**src/rtl/streamer_pkg.sv**
```systemverilog
// Shared types and constants for the register-to-ASCII streamer.
// Holds the FSM state type, the ASCII digit codes and the number of bytes per value.
package streamer_pkg;

    typedef enum logic {
        StIdle = 1'b0,
        StSend = 1'b1
    } state_e;

    localparam logic [7:0] ASCII_ZERO      = 8'h30;
    localparam logic [7:0] ASCII_ONE       = 8'h31;
    localparam int         BYTES_PER_VALUE = 6;

endpackage

```
**src/rtl/bin_to_ascii_5.sv**
```systemverilog
// Converts a 5-bit value into five ASCII '0'/'1' characters.
// Value bit i lands in byte i, so bit 4 is the top byte of the 40-bit output.
module bin_to_ascii_5
    import streamer_pkg::*;
(
    input  logic [4:0]  value_i,
    output logic [39:0] ascii_o
);

    always_comb begin
        ascii_o = '0;
        for (int i = 0; i < 5; i++) begin
            ascii_o[i*8 +: 8] = value_i[i] ? ASCII_ONE : ASCII_ZERO;
        end
    end

endmodule

```
**src/rtl/reg_ascii_streamer.sv**
```systemverilog
// Round-robin collects 5-bit values from NUM_REQ requesters and streams each one
// as five ASCII binary digits (MSB first) followed by SEP_CHAR.
module reg_ascii_streamer
    import streamer_pkg::*;
#(
    parameter int         NUM_REQ  = 4,
    parameter logic [7:0] SEP_CHAR = 8'h20
) (
    input  logic                 clk,
    input  logic                 rst_n,
    input  logic [NUM_REQ-1:0]   req_valid,
    input  logic [NUM_REQ*5-1:0] req_data,
    output logic [NUM_REQ-1:0]   req_ready,
    output logic                 out_valid,
    output logic [7:0]           out_data,
    input  logic                 out_ready,
    output logic                 busy
);

    localparam int         IdxW     = $clog2(NUM_REQ);
    localparam logic [2:0] LastByte = 3'(BYTES_PER_VALUE - 1);

    state_e          state_q, state_d;
    logic [IdxW-1:0] last_grant_q, last_grant_d;
    logic [4:0]      value_q, value_d;
    logic [2:0]      cnt_q, cnt_d;

    logic [IdxW-1:0] grant_idx;
    logic            grant_any;
    logic [39:0]     ascii;

    bin_to_ascii_5 u_bin_to_ascii (
        .value_i (value_q),
        .ascii_o (ascii)
    );

    // Scan farthest-first so the nearest valid requester after last_grant overwrites.
    always_comb begin
        grant_idx = '0;
        grant_any = 1'b0;
        for (int k = NUM_REQ; k >= 1; k--) begin
            if (req_valid[(int'(last_grant_q) + k) % NUM_REQ]) begin
                grant_idx = IdxW'((int'(last_grant_q) + k) % NUM_REQ);
                grant_any = 1'b1;
            end
        end
    end

    always_comb begin
        state_d      = state_q;
        last_grant_d = last_grant_q;
        value_d      = value_q;
        cnt_d        = cnt_q;
        req_ready    = '0;
        out_valid    = 1'b0;
        out_data     = 8'h00;
        busy         = 1'b0;
        unique case (state_q)
            StIdle: begin
                // rst_n gates the strobe so nothing is offered while reset is held.
                if (grant_any && rst_n) begin
                    req_ready[grant_idx] = 1'b1;
                    value_d              = req_data[int'(grant_idx)*5 +: 5];
                    last_grant_d         = grant_idx;
                    cnt_d                = '0;
                    state_d              = StSend;
                end
            end
            StSend: begin
                out_valid = 1'b1;
                busy      = 1'b1;
                case (cnt_q)
                    3'd0:    out_data = ascii[39:32];
                    3'd1:    out_data = ascii[31:24];
                    3'd2:    out_data = ascii[23:16];
                    3'd3:    out_data = ascii[15:8];
                    3'd4:    out_data = ascii[7:0];
                    default: out_data = SEP_CHAR;
                endcase
                if (out_ready) begin
                    if (cnt_q == LastByte) begin
                        cnt_d   = '0;
                        state_d = StIdle;
                    end else begin
                        cnt_d = cnt_q + 3'd1;
                    end
                end
            end
            default: state_d = StIdle;
        endcase
    end

    always_ff @(posedge clk or negedge rst_n) begin
        if (!rst_n) begin
            state_q      <= StIdle;
            last_grant_q <= IdxW'(NUM_REQ - 1);
            value_q      <= '0;
            cnt_q        <= '0;
        end else begin
            state_q      <= state_d;
            last_grant_q <= last_grant_d;
            value_q      <= value_d;
            cnt_q        <= cnt_d;
        end
    end

endmodule

```
**config.mk**
```make
export PLATFORM = sky130hd
export DESIGN_NAME = reg_ascii_streamer
export DESIGN_NICKNAME = d
export VERILOG_FILES = /design/src/rtl/streamer_pkg.sv /design/src/rtl/bin_to_ascii_5.sv /design/src/rtl/reg_ascii_streamer.sv
export SDC_FILE = /design/constraint.sdc
export NUM_CORES = 1
export LEC_CHECK = 0
export ABC_AREA = 1
export BUFFER_PORTS_ARGS = -buffer_cell sky130_fd_sc_hd__buf_4
export CAP_MARGIN = 20
export CORE_UTILIZATION = 46
export CTS_BUF_LIST = sky130_fd_sc_hd__clkbuf_2
export CTS_CLUSTER_DIAMETER = 50
export CTS_CLUSTER_SIZE = 8
export DETAILED_ROUTE_END_ITERATION = 8
export GPL_ROUTABILITY_DRIVEN = 0
export PLACE_DENSITY = 0.78
export SLEW_MARGIN = 20
export SYNTH_ARGS = -nofsm -noshare
export SYNTH_HDL_FRONTEND = slang
export SYNTH_SLANG_ARGS = --single-unit
```
**constraint.sdc**
```tcl
create_clock -name clk -period 1.7 [get_ports clk]
set_input_delay 0.34 -clock clk [delete_from_list [all_inputs] [get_ports clk]]
set_output_delay 0.34 -clock clk [all_outputs]
set_load 0.02 [all_outputs]
```
# Word-level counts from Yosys, hierarchy flattened
# Cells that the tools add are included.
# classes
n_mul	1
bitwise	5
n_lt_le_gt_ge	6
shift	1
reduce_logical	9
muxes	40
n_eq_ne	7
add_sub_neg	5
# op_table
operator	count
8-bit case mux with 5 select lines	1
1-bit 2-to-1 mux	22
20-bit by 6-bit indexed part select with 5-bit output	1
3-bit by 4-bit < comparator with 1-bit output (second input constant)	4
3-bit 2-to-1 mux	3
1-bit binary-select mux with 2-bit select	4
2-bit 2-to-1 mux	4
4-bit 2-to-1 mux	2
8-bit 2-to-1 mux	1
2-bit OR reduction	4
3-bit by 2-bit equality test with 1-bit output (second input constant)	2
3-bit equality test (second input constant)	2
3-bit case mux with 2 select lines	1
2-bit by 3-bit multiplier with 5-bit output (second input constant)	1
2-bit by 1-bit adder with 2-bit output (second input constant)	2
2-bit adder (second input constant)	2
1-bit bitwise AND (first input constant)	4
2-bit != test (second input constant)	2
2-bit AND reduction	2
3-bit by 1-bit adder with 3-bit output (second input constant)	1
3-bit by 1-bit equality test with 1-bit output (second input constant)	1
3-bit logical NOT	1
2-bit by 3-bit < comparator with 1-bit output (second input constant)	1
1-bit demux with 2-bit select	1
other kinds (4)	5
# totals
ff_bits	11
inputBits	27
output_inout_bits	14
elab_cells	78

# Depth between registers and ports, before layout
# Gate-level depths: netlist (run 1).
# depth
depth_word	16
ltp_mapped	16
mapped_depth_nobuf	14

# Modules after synthesis
# Synthesis (run 1) repeated with hierarchy kept, for this count alone.
# hier_totals
cells_unflattened	254
hier_area_um2	1621.6
# modules_own_cells
mod	cells_per_inst	instances	area_per_inst_um2	seq_area_each_um2
reg_ascii_streamer	212	1	1313.8	277.8
bin_to_ascii_5	42	1	307.8	0.0

# Worst setup path before layout (run 1)
# Ideal clock, no wire load.
# synth_timing
path_kind	flip-flop to output port
from	register last_grant_q[0]
to	output req_ready[1]
arrival_time_ns	1.720
path_slack_ns	-0.360
path_stages_with_launch	12
required_ns	1.360
n_path_buf	2
cell_sequence	dfstp_2 buf_6 inv_8 nand2_2 nand2_2 and2_4 nor2_4 nand3_4 nand2_4 buf_6 nand2_1 nor2_1
# synth_between
elab_chain_len	14
elab_cells_between_ends	32
classes_between	add/sub (4); order compare (2); mux (24); reduce/logical (2)
# synth_rtl
item	line	text
from (decl)	reg_ascii_streamer.sv:24	logic [IdxW-1:0] last_grant_q, last_grant_d;
from (signal assigned)	reg_ascii_streamer.sv:96	last_grant_q <= IdxW'(NUM_REQ - 1);
from (signal assigned)	reg_ascii_streamer.sv:101	last_grant_q <= last_grant_d;
2-bit by 1-bit adder with 2-bit output	reg_ascii_streamer.sv:42, reg_ascii_streamer.sv:43	
1-bit binary-select mux with 2-bit select	reg_ascii_streamer.sv:42	if (req_valid[(int'(last_grant_q) + k) % NUM_REQ]) begin
1-bit 2-to-1 mux (implied by the code) (2 in series)	reg_ascii_streamer.sv:42	
2-bit 2-to-1 mux (4 in series)	reg_ascii_streamer.sv:42	
2-bit by 3-bit < comparator with 1-bit output (implied by the code) / 2-bit by 1-bit >= comparator with 1-bit output (equally long branches)	reg_ascii_streamer.sv:62	req_ready[grant_idx] = 1'b1;
1-bit logical AND (implied by the code)	reg_ascii_streamer.sv:62	
1-bit 2-to-1 mux (implied by the code)	reg_ascii_streamer.sv:62	
1-bit demux with 2-bit select	reg_ascii_streamer.sv:62	
4-bit 2-to-1 mux *	reg_ascii_streamer.sv:61	if (grant_any && rst_n) begin
4-bit 2-to-1 mux *	reg_ascii_streamer.sv:58	unique case (state_q)
to (decl)	reg_ascii_streamer.sv:13	output logic [NUM_REQ-1:0] req_ready,
# Every way passes the cells marked *; elsewhere a longest branch is shown, timed or not. The select of a mux whose other input is x is not followed.

# Final worst setup path (run 1)
# layout_timing
from	register last_grant_q[0]
to	output req_ready[3]
# The elaborated chain is that of the path after synthesis.

==> flow_summary.json, run 1 <==
{
  "status": "finished with violations",
  "violations": "negative setup slack",
  "cts_buffer_depth": 2,
  "fmax_ghz": 0.434,
  "hpwl_um": 2230,
  "die-area_um2": 2590,
  "detail-route-antenna-nets": 0,
  "cp-end-kind": "output pin",
  "synth-edff-count": 0,
  "maxCapViolCount": 0,
  "avgRoutedWirePerCell_um": 12.0,
  "worst_hold_slack_ns": 0.374,
  "grt_usage_pct": 26.1,
  "rows": 17,
  "nFillCells": 145,
  "areaGrowthSynthToFinish_pct": 58.0,
  "cts_buffers": 3,
  "comb_power_share_pct": 79.6,
  "peakVddDrop_mv": 2.18,
  "min_period_over_period_pct": 135,
  "critPathKind": "reg -> out",
  "fin_worst_skew_ns": 0.00193,
  "ios": 41,
  "routed_via_density": 4.93,
  "yosysTopAreaCellShare_pct": 20.5,
  "grt_setup_unrepaired": "true",
  "setup_ws_ns": -0.602,
  "drive_above_1_share_pct": 49.8,
  "ys_warn_count": 0,
  "final_cell_area_um2": 1740,
  "layout_commonest_cell": "buf_4",
  "period_needed_ns": 2.30,
  "grt_max_degree": 19,
  "port_buffers": 35,
  "mostFrequentLayoutCells": "53 x buf_4, 31 x nand2_1, 24 x inv_1",
  "cp_top_family": "flip-flops",
  "synth_cells": 166,
  "numPlacedInstances": 241,
  "ys_types": 29,
  "seqPwrFrac_pct": 16.0,
  "vias": 1256,
  "synth_area_per_cell_um2": 6.63,
  "die_h_um": 50.9,
  "critPathSlowestCell": "dfstp_2",
  "ys_top_cells_by_area": "dfrtp_1 20%, nand2_1 12%, nand3_1 10%, inv_1 8.9%, nand2_2 8.0%",
  "design_power_total_uw": 3310,
  "hold_viol_final": 0,
  "drtIter0Drc": 38,
  "arrival_ns": 1.96,
  "cts_tree": "built",
  "grt-ovfl-total": 0,
  "cp.buffers_inverters": 4,
  "stdcell_count": 255,
  "maxSlewViolCount": 0,
  "drcViolationCount": 0,
  "die_width_um": 50.9,
  "multi_input_area_um2": 764,
  "place_area_um2": 1550,
  "core_area_um2": 2230,
  "switching_share_pct": 49.7,
  "hold_path_class": "in -> reg",
  "drt_wl_total_um": 3070,
  "drtPass1Iterations": 4,
  "start_util_pct": 49.3,
  "power.share.clock_pct": 4.4,
  "antenna_found_initial": 0,
  "setup_viol": 15,
  "regArea_um2": 278,
  "max_stage_delay_ns": 0.69,
  "grt_first_pass_wirelength_um": 4990,
  "p_per_area_nw_per_um2": 1900,
  "synth_area_leader_cell": "dfrtp_1",
  "fin_nets": 256,
  "diodes": 0,
  "grt_pass1_vias": 1271,
  "htreeDepth": 1,
  "clk_pin_slew_worst_paths_ns": 0.11,
  "ys_seq_area_share_pct": 25.2,
  "critPathMaxFanout": 8,
  "cts_root_buf": "clkbuf_2",
  "worstPathRequired_ns": 1.36,
  "ys.flop_type": "dfrtp_1",
  "clock-sinks": 11,
  "path_cells": "inv_8 > buf_4 > buf_4 > nor2_4 > nand3_4 > nand2_4 > nand2_4 > nor2_4 > buf_6",
  "power.net_switching_uw": 1640,
  "dp_slack_ns": -0.312,
  "async_flop_share_pct": 100,
  "worstSkewPairLatency_ns": 0.26,
  "worst_setup_path_start_kind": "register",
  "netlist_area_um2": 1100,
  "ys_seq_elements": 11,
  "intPower_uw": 1660,
  "leakage_uw": 0.000955
}
[metal layers]
metal  vias up  track usage [%]  part of all wire (%)
met5         -                0                     0
met4         0             8.80                   2.8
met3         6             5.95                   4.1
met2        49             53.7                    57
met1       576             24.2                    36
li1        625                -                     -
[power by group through the flow]
stage / Clock [µW] / Combinational (µW) / Sequential [µW]
final: 145 / 2630 / 530
after CTS: 148 / 2500 / 519
after floorplan: 0 / 1550 / 469
after global placement: 0 / 2230 / 510
after global routing: 162 / 2850 / 551
after detailed placement: 0 / 2300 / 522
[final cells by class]
type,count,share of cell area (%)
well taps,28,2.01
clock buffers,3,0.863
clock inverters,1,0.288
flip-flops and latches,11,16.0
repair buffers,62,29.9
inverters,30,7.05
multi-input cells,120,44.0
[final timing paths]
path                                 startpoint              end  slack [ns]  cells after the start
worst min-delay path                req_data[4]       value_q[4]        0.37                      4
min in group asynchronous                 rst_n       value_q[0]        0.53                      3
worst max-delay path            last_grant_q[0]     req_ready[3]       -0.60                      9
max in group asynchronous                 rst_n  last_grant_q[0]        0.94                      3
worst min register to register       value_q[3]       value_q[3]        0.52                      2
worst max register to register  last_grant_q[0]       value_q[3]       -0.42                     14
[what timing repair did]
item | CTS | global route
setup endpoints to repair | 14 | 17
pin swaps | 7 | 1
hold buffers | 1 | 0
endpoints found under the hold margin | 9 | 0
setup buffers | 5 | 4
resized for setup | 13 | 11
[registers in the layout (all words and copies together) (netlist names)]
signal        count
state_q           1
last_grant_q      2
cnt_q             3
value_q           5
[cells by family (layout without fill, tap and decap cells)]
logic type / Yosys count / in the layout / synth area share, %
other: 1 / 5 / 0.341
AO/OA/AOI/OAI: 11 / 11 / 6.59
adder cells (fa/ha/maj): 1 / 1 / 1.14
buffers and inverters: 39 / 96 / 17.7
AND/OR/NAND/NOR: 103 / 103 / 49.0
flip-flops: 11 / 11 / 25.2
[worst reg2reg max path, delay by kind of cell, from the launching register on]
| kind | cells | cell delay (ns) |
|---|---|---|
| buf+inv | 3 | 0.38 |
| flops | 1 | 0.69 |
| simple gates | 11 | 0.96 |
[through the flow]
stage	setup TNS [ns]	utilization [%]
after floorplan	-1.10	-
after global placement	-1.93	69.4
after detailed placement	-2.82	69.4
after CTS	-4.61	74.7
after global routing	-6.86	77.9
final	-5.22	77.9
[cell usage after synthesis (2+ instances only)]
cell type	count
inv_2	3
o21ai_0	2
nand2_1	36
nand2_4	4
nor2_1	11
nor2_2	2
dfrtp_1	9
dfstp_2	2
buf_4	7
a21oi_1	3
nand3_1	23
buf_6	2
nand2_2	14
inv_1	26
or2_1	8
Note: power is estimated with default switching activity, not from simulation.
==> run 2, diff against run 1 <==
--- a/config.mk
+++ b/config.mk
@@ -8,14 +8,15 @@
 export ABC_AREA = 1
 export BUFFER_PORTS_ARGS = -buffer_cell sky130_fd_sc_hd__buf_4
 export CAP_MARGIN = 20
-export CORE_UTILIZATION = 46
+export CORE_UTILIZATION = 50
 export CTS_BUF_LIST = sky130_fd_sc_hd__clkbuf_2
 export CTS_CLUSTER_DIAMETER = 50
 export CTS_CLUSTER_SIZE = 8
 export DETAILED_ROUTE_END_ITERATION = 8
 export GPL_ROUTABILITY_DRIVEN = 0
-export PLACE_DENSITY = 0.78
+export PLACE_DENSITY = 0.79
 export SLEW_MARGIN = 20
 export SYNTH_ARGS = -nofsm -noshare
 export SYNTH_HDL_FRONTEND = slang
+export SYNTH_HIERARCHICAL = 1
 export SYNTH_SLANG_ARGS = --single-unit
==> flow_summary.json, run 2 <==
{
  "status": "finished with violations",
  "violations": "negative setup slack",
  "drcViolationCount": 0,
  "min_period_over_period_pct": 131,
  "core_area_um2": 3050,
  "cts_buffer_depth": 2,
  "port_buffers": 35,
  "routed.top_layer": "met4",
  "drt-met1-wl_um": 1650,
  "critPathMaxFanout": 8,
  "antenna_found_initial": 0,
  "die_width_um": 59.0,
  "cts_tree": "built",
  "hpwl_um": 2810,
  "grt_setup_unrepaired": "true",
  "relSlewSlack_pct": 64.3,
  "synth.most_common_cell": "nand2_1",
  "largest_reg_flops": 5,
  "fin_worst_skew_ns": 0.0107,
  "htreeDepth": 1,
  "synthTopCellsByCount": "57 x nand2_1, 41 x buf_4, 36 x nand3_1, 29 x inv_1",
  "worstPathRequired_ns": 1.36,
  "wl_met3_um": 137,
  "ys_types": 34,
  "peakVddDrop_mv": 1.33,
  "async_flop_share_pct": 100,
  "synth-edff-count": 0,
  "setup_ws_ns": -0.529,
  "worst_slew_pin_slew_ns": 0.528,
  "vias": 1736,
  "clk_pin_slew_worst_paths_ns": 0.12,
  "netlist_area_um2": 1620,
  "mostFrequentLayoutCells": "66 x buf_4, 43 x nand2_1, 35 x nand3_1, 35 x conb_1, 26 x inv_1",
  "worst_setup_path_start_kind": "register",
  "maxCapViolCount": 0,
  "ys_warn_count": 6,
  "max_stage_delay_ns": 0.67,
  "worstSkewPairLatency_ns": 0.25,
  "hold_viol_final": 0,
  "drtIter0Drc": 52,
  "layout_commonest_cell": "buf_4",
  "grt_pass1_vias": 1609,
  "routed_via_density": 4.64,
  "cts_root_buf": "clkbuf_2",
  "clock-sinks": 11,
  "detail-route-antenna-nets": 0,
  "ys_top_cells_by_area": "buf_4 19%, dfrtp_1 14%, nand2_1 13%, nand3_1 11%, inv_1 6.7%",
  "fin_util_pct": 78.8,
  "areaGrowthSynthToFinish_pct": 48.3,
  "grt-ovfl-total": 0,
  "wl_met2_um": 2380,
  "critPathKind": "reg -> out",
  "regMostFlops": "value_q",
  "cp-end-kind": "output pin",
  "maxSlewViolCount": 0,
  "leakage_uw": 0.00128,
  "arrival_ns": 1.89,
  "path_cells": "inv_8 > nand2_1 > nand2_1 > and2_4 > a21oi_4 > nand2_2 > inv_4 > nand3_4 > nor2_4 > buf_6",
  "ys_seq_elements": 11,
  "grt_usage_pct": 24.3,
  "ys.flop_type": "dfrtp_1",
  "p_per_area_nw_per_um2": 1930,
  "die-area_um2": 3480,
  "rows": 20,
  "drive_above_1_share_pct": 46.7,
  "hold_path_class": "in -> reg",
  "grt_first_pass_wirelength_um": 6560,
  "drtPass1Iterations": 4,
  "synth_cells": 254,
  "grt_max_degree": 13,
  "fin_nets": 359,
  "cpMostUsedCell": "nand2_1",
  "drt_wl_total_um": 4220,
  "ios": 41,
  "avgRoutedWirePerCell_um": 11.3,
  "worst_hold_slack_ns": 0.401,
  "critPathSlowestCell": "dfstp_2",
  "start_util_pct": 53.1,
  "ys_seq_area_share_pct": 17.1,
  "biggestRegsByFlops": "value_q x5, cnt_q x3, last_grant_q x2",
  "cts_buffers": 3,
  "diodes": 0,
  "period_needed_ns": 2.23,
  "fmax_ghz": 0.449,
  "synth_area_leader_cell": "buf_4",
  "setup_viol": 17,
  "yosysTopAreaCellShare_pct": 19.0,
  "synth_area_per_cell_um2": 6.38,
  "die_h_um": 59.0
}
[run 2: changes by cell type after synthesis, moves of 4 or more]
cell     change
buf_4       +34
a41oi_1      +4
a22oi_1      +4
or2_1        -6
nand3_1     +13
a21oi_1      +4
nand2_1     +21
[run 2: power by group]
group / switching [µW] / total, µW / internal, µW
sequential: 139 / 530 / 391
combinational: 2160 / 3950 / 1790
clock: 89.6 / 152 / 62.5
total: 2390 / 4630 / 2250
[run 2: layout make-up]
cell class              count  area (µm²)
clock buffers               4        20.0
fillers                   228         648
inverters                  34         140
multi-input cells         195        1190
flip-flops and latches     11         278
well taps                  44        55.1
repair buffers             86         722
[run 2: critical path: cells and delay by family, from the launching register on]
family          cells  cell delay [ns]
buf+inv             3             0.27
compound gates      1             0.14
flops               1             0.67
simple gates        6             0.55
[run 2: logic make-up after synthesis]
| family | after synthesis | synth area share, % |
|---|---|---|
| AND/OR/NAND/NOR | 129 | 39.2 |
| other | 2 | 0.463 |
| buffers and inverters | 81 | 29.6 |
| AO/OA/AOI/OAI | 30 | 12.8 |
| flip-flops | 11 | 17.1 |
| adder cells (fa/ha/maj) | 1 | 0.771 |
[run 2: stage by stage]
stage	total power [µW]	cells	cell area [µm²]	setup TNS, ns	setup slack, ns
after floorplan	2900	287	1860	-1.19	-0.265
after global placement	3730	352	2070	-2.07	-0.251
after detailed placement	3780	352	2070	-2.76	-0.318
after CTS	4360	371	2320	-4.61	-0.568
after global routing	5010	374	2400	-7.00	-0.677
final	4630	374	2400	-4.95	-0.529
[run 2: worst paths after layout]
| check | from | to | slack (ns) | depth (start not counted) |
|---|---|---|---|---|
| max | last_grant_q[0] | req_ready[0] | -0.53 | 10 |
| max reg2reg | last_grant_q[0] | value_q[3] | -0.36 | 13 |
| max in group asynchronous | rst_n | last_grant_q[1] | 0.93 | 3 |
| min | req_data[3] | value_q[3] | 0.40 | 4 |
| min in group asynchronous | rst_n | state_q | 0.55 | 3 |
| min reg2reg | value_q[4] | value_q[4] | 0.50 | 2 |
[run 2: what timing repair did]
action | CTS | global route
hold endpoints to repair | 9 | 0
hold buffers | 1 | 0
gates resized for setup | 30 | 20
gates cloned | 1 | 0
pin swaps | 15 | 6
setup buffers | 13 | 3
setup endpoints to repair | 16 | 17
[run 2: per-layer routing]
| metal | vias to the layer above | global-route usage [%] |
|---|---|---|
| met5 | - | 0 |
| met4 | 0 | 9.18 |
| met3 | 4 | 1.98 |
| met2 | 45 | 48.7 |
| met1 | 785 | 25.9 |
| li1 | 902 | - |
==> run 3, diff against run 2 <==
--- a/config.mk
+++ b/config.mk
@@ -8,15 +8,15 @@
 export ABC_AREA = 1
 export BUFFER_PORTS_ARGS = -buffer_cell sky130_fd_sc_hd__buf_4
 export CAP_MARGIN = 20
-export CORE_UTILIZATION = 50
+export CORE_UTILIZATION = 55
 export CTS_BUF_LIST = sky130_fd_sc_hd__clkbuf_2
 export CTS_CLUSTER_DIAMETER = 50
 export CTS_CLUSTER_SIZE = 8
 export DETAILED_ROUTE_END_ITERATION = 8
 export GPL_ROUTABILITY_DRIVEN = 0
-export PLACE_DENSITY = 0.79
+export PLACE_DENSITY = 0.88
+export SKIP_LAST_GASP = 1
 export SLEW_MARGIN = 20
 export SYNTH_ARGS = -nofsm -noshare
 export SYNTH_HDL_FRONTEND = slang
-export SYNTH_HIERARCHICAL = 1
 export SYNTH_SLANG_ARGS = --single-unit
==> constraint.sdc (replaced) <==
create_clock -name clk -period 2.9 [get_ports clk]
set_input_delay 0.58 -clock clk [delete_from_list [all_inputs] [get_ports clk]]
set_output_delay 0.58 -clock clk [all_outputs]
set_load 0.02 [all_outputs]
==> flow_summary.json, run 3 (synthesized netlist as in run 1, its figures left out) <==
{
  "status": "finished, final reports clean",
  "cts_buffers": 3,
  "rrSetupSlack_ns": 1.02,
  "dp_slack_ns": 0.526,
  "clock-sinks": 11,
  "critPathKind": "reg -> out",
  "cts_hold_buffers": 0,
  "met1_usage_pct": 28.1,
  "grt_setup_unrepaired": "false",
  "nFillCells": 156,
  "largest_reg_flops": 5,
  "worstSkewPairLatency_ns": 0.25,
  "grtUsageMet3_pct": 2.69,
  "cts_resized": 0,
  "worst_hold_slack_ns": 0.134,
  "fmax_ghz": 0.376,
  "p_per_area_nw_per_um2": 1000,
  "drtPass1Iterations": 7,
  "post_cts_buffers": 0,
  "routed_via_density": 5.02,
  "mostFrequentLayoutCells": "36 x nand2_1, 35 x buf_4, 26 x inv_1",
  "worstPathRequired_ns": 2.32,
  "cp_top_family": "flip-flops",
  "detail-route-antenna-nets": 0,
  "maxCapViolCount": 0,
  "drtIter0Drc": 40,
  "hpwl_um": 1980,
  "worstRegToRegCells": 12,
  "htreeDepth": 1,
  "grt-busiest-layer": "met2",
  "die-area_um2": 2180,
  "die_h_um": 46.7,
  "critPathMaxFanout": 10,
  "grt_first_pass_wirelength_um": 3750,
  "areaGrowthSynthToFinish_pct": 23.1,
  "drt_wl_total_um": 2370,
  "comb_power_share_pct": 71.5,
  "cts_root_buf": "clkbuf_2",
  "rows": 15,
  "drcViolationCount": 0,
  "diodes": 0,
  "hold_viol_final": 0,
  "path_cells": "inv_8 > nand2_2 > nand2_2 > and2_4 > a21oi_2 > nand2_2 > inv_1 > nand3_1 > nor2_1 > buf_4",
  "intPower_uw": 615,
  "critPathSlowestCell": "dfstp_2",
  "seqPwrFrac_pct": 22.3,
  "r2r-start": "last_grant_q[0]",
  "antenna_found_initial": 0,
  "start_util_pct": 61.1,
  "fin_worst_skew_ns": 0.00107,
  "power.net_switching_uw": 746,
  "peakVddDrop_mv": 0.643,
  "grt_pass1_vias": 941,
  "cp-end-kind": "output pin",
  "r2r-end": "value_q[2]",
  "leakage_uw": 0.000789,
  "max_stage_delay_ns": 0.68,
  "worst-path-stages": 10,
  "arrival_ns": 2.08,
  "setup_viol": 0,
  "drive_above_1_share_pct": 35.5,
  "regMostFlops": "value_q",
  "min_period_over_period_pct": 91.6,
  "met2_usage_pct": 45.6,
  "biggestRegsByFlops": "value_q x5, cnt_q x3, last_grant_q x2",
  "period_needed_ns": 2.66,
  "clk_pin_slew_worst_paths_ns": 0.11,
  "fin_nets": 229,
  "cts_tree": "built",
  "vias": 1130,
  "grt-ovfl-total": 0,
  "avgRoutedWirePerCell_um": 10.5,
  "port_buffers": 35,
  "power.share.clock_pct": 6.1,
  "fin_setup_tns_ns": 0,
  "crit_path_end": "req_ready[2]",
  "die_width_um": 46.7,
  "worst_setup_path_start_kind": "register",
  "ios": 41,
  "grt_usage_pct": 23.5,
  "setup_ws_ns": 0.243,
  "core_area_um2": 1800,
  "cpMostUsedCell": "nand2_2",
  "layout_commonest_cell": "nand2_1",
  "cp.buffers_inverters": 3,
  "grt_max_degree": 20,
  "maxSlewViolCount": 0,
  "hold_path_class": "in -> async",
  "switching_share_pct": 54.8,
  "crit_start": "last_grant_q[0]",
  "cts_buffer_depth": 2
}
run 3: cell count changes in the layout (fill, tap and decap cells not counted), moves of 6 or more:
cell	before	now
or2_1	2	8
buf_6	17	0
nor2_1	4	11
nand2_2	22	14
nor2_4	8	1
conb_1	35	5
nand2_1	43	36
nand3_1	35	23
buf_4	66	35
run 3: stage by stage:
| stage | std cells | power, µW | utilization [%] | cell area (µm²) |
|---|---|---|---|---|
| after floorplan | 170 | 1110 | - | 1120 |
| after global placement | 221 | 1220 | 74.1 | 1340 |
| after detailed placement | 221 | 1270 | 74.1 | 1340 |
| after CTS | 225 | 1360 | 75.2 | 1360 |
| after global routing | 225 | 1480 | 75.2 | 1360 |
| final | 225 | 1360 | 75.2 | 1360 |
run 3: layout make-up:
class / instances / area [µm²] / share of cell area, %
flip-flops and latches: 11 / 278 / 20.5
well taps: 25 / 31.3 / 2.31
multi-input cells: 120 / 643 / 47.5
repair buffers: 35 / 263 / 19.4
inverters: 30 / 120 / 8.86
clock inverters: 1 / 5.00 / 0.369
clock buffers: 3 / 15.0 / 1.11
run 3: how the worst min path moves through the flow:
stage | start | endpoint | depth (start not counted)
floorplan | rst_n | cnt_q[0] | 0
global placement | rst_n | cnt_q[0] | 1
detailed placement | rst_n | state_q | 1
CTS | rst_n | value_q[0] | 1
global route | rst_n | value_q[3] | 1
finish | rst_n | state_q | 1
run 3: power groups by stage:
stage / sequential, µW / combinational [µW] / clock, µW
floorplan: 275 / 839 / 0
global placement: 300 / 922 / 0
detailed placement: 306 / 965 / 0
CTS: 303 / 971 / 83.5
global route: 314 / 1080 / 91.5
finish: 304 / 973 / 83.5
run 3: per-layer routing:
metal,up-vias,wire (µm)
met4,0,46
met2,65,1250
met1,488,910
met3,12,165
li1,565,-
met5,-,0
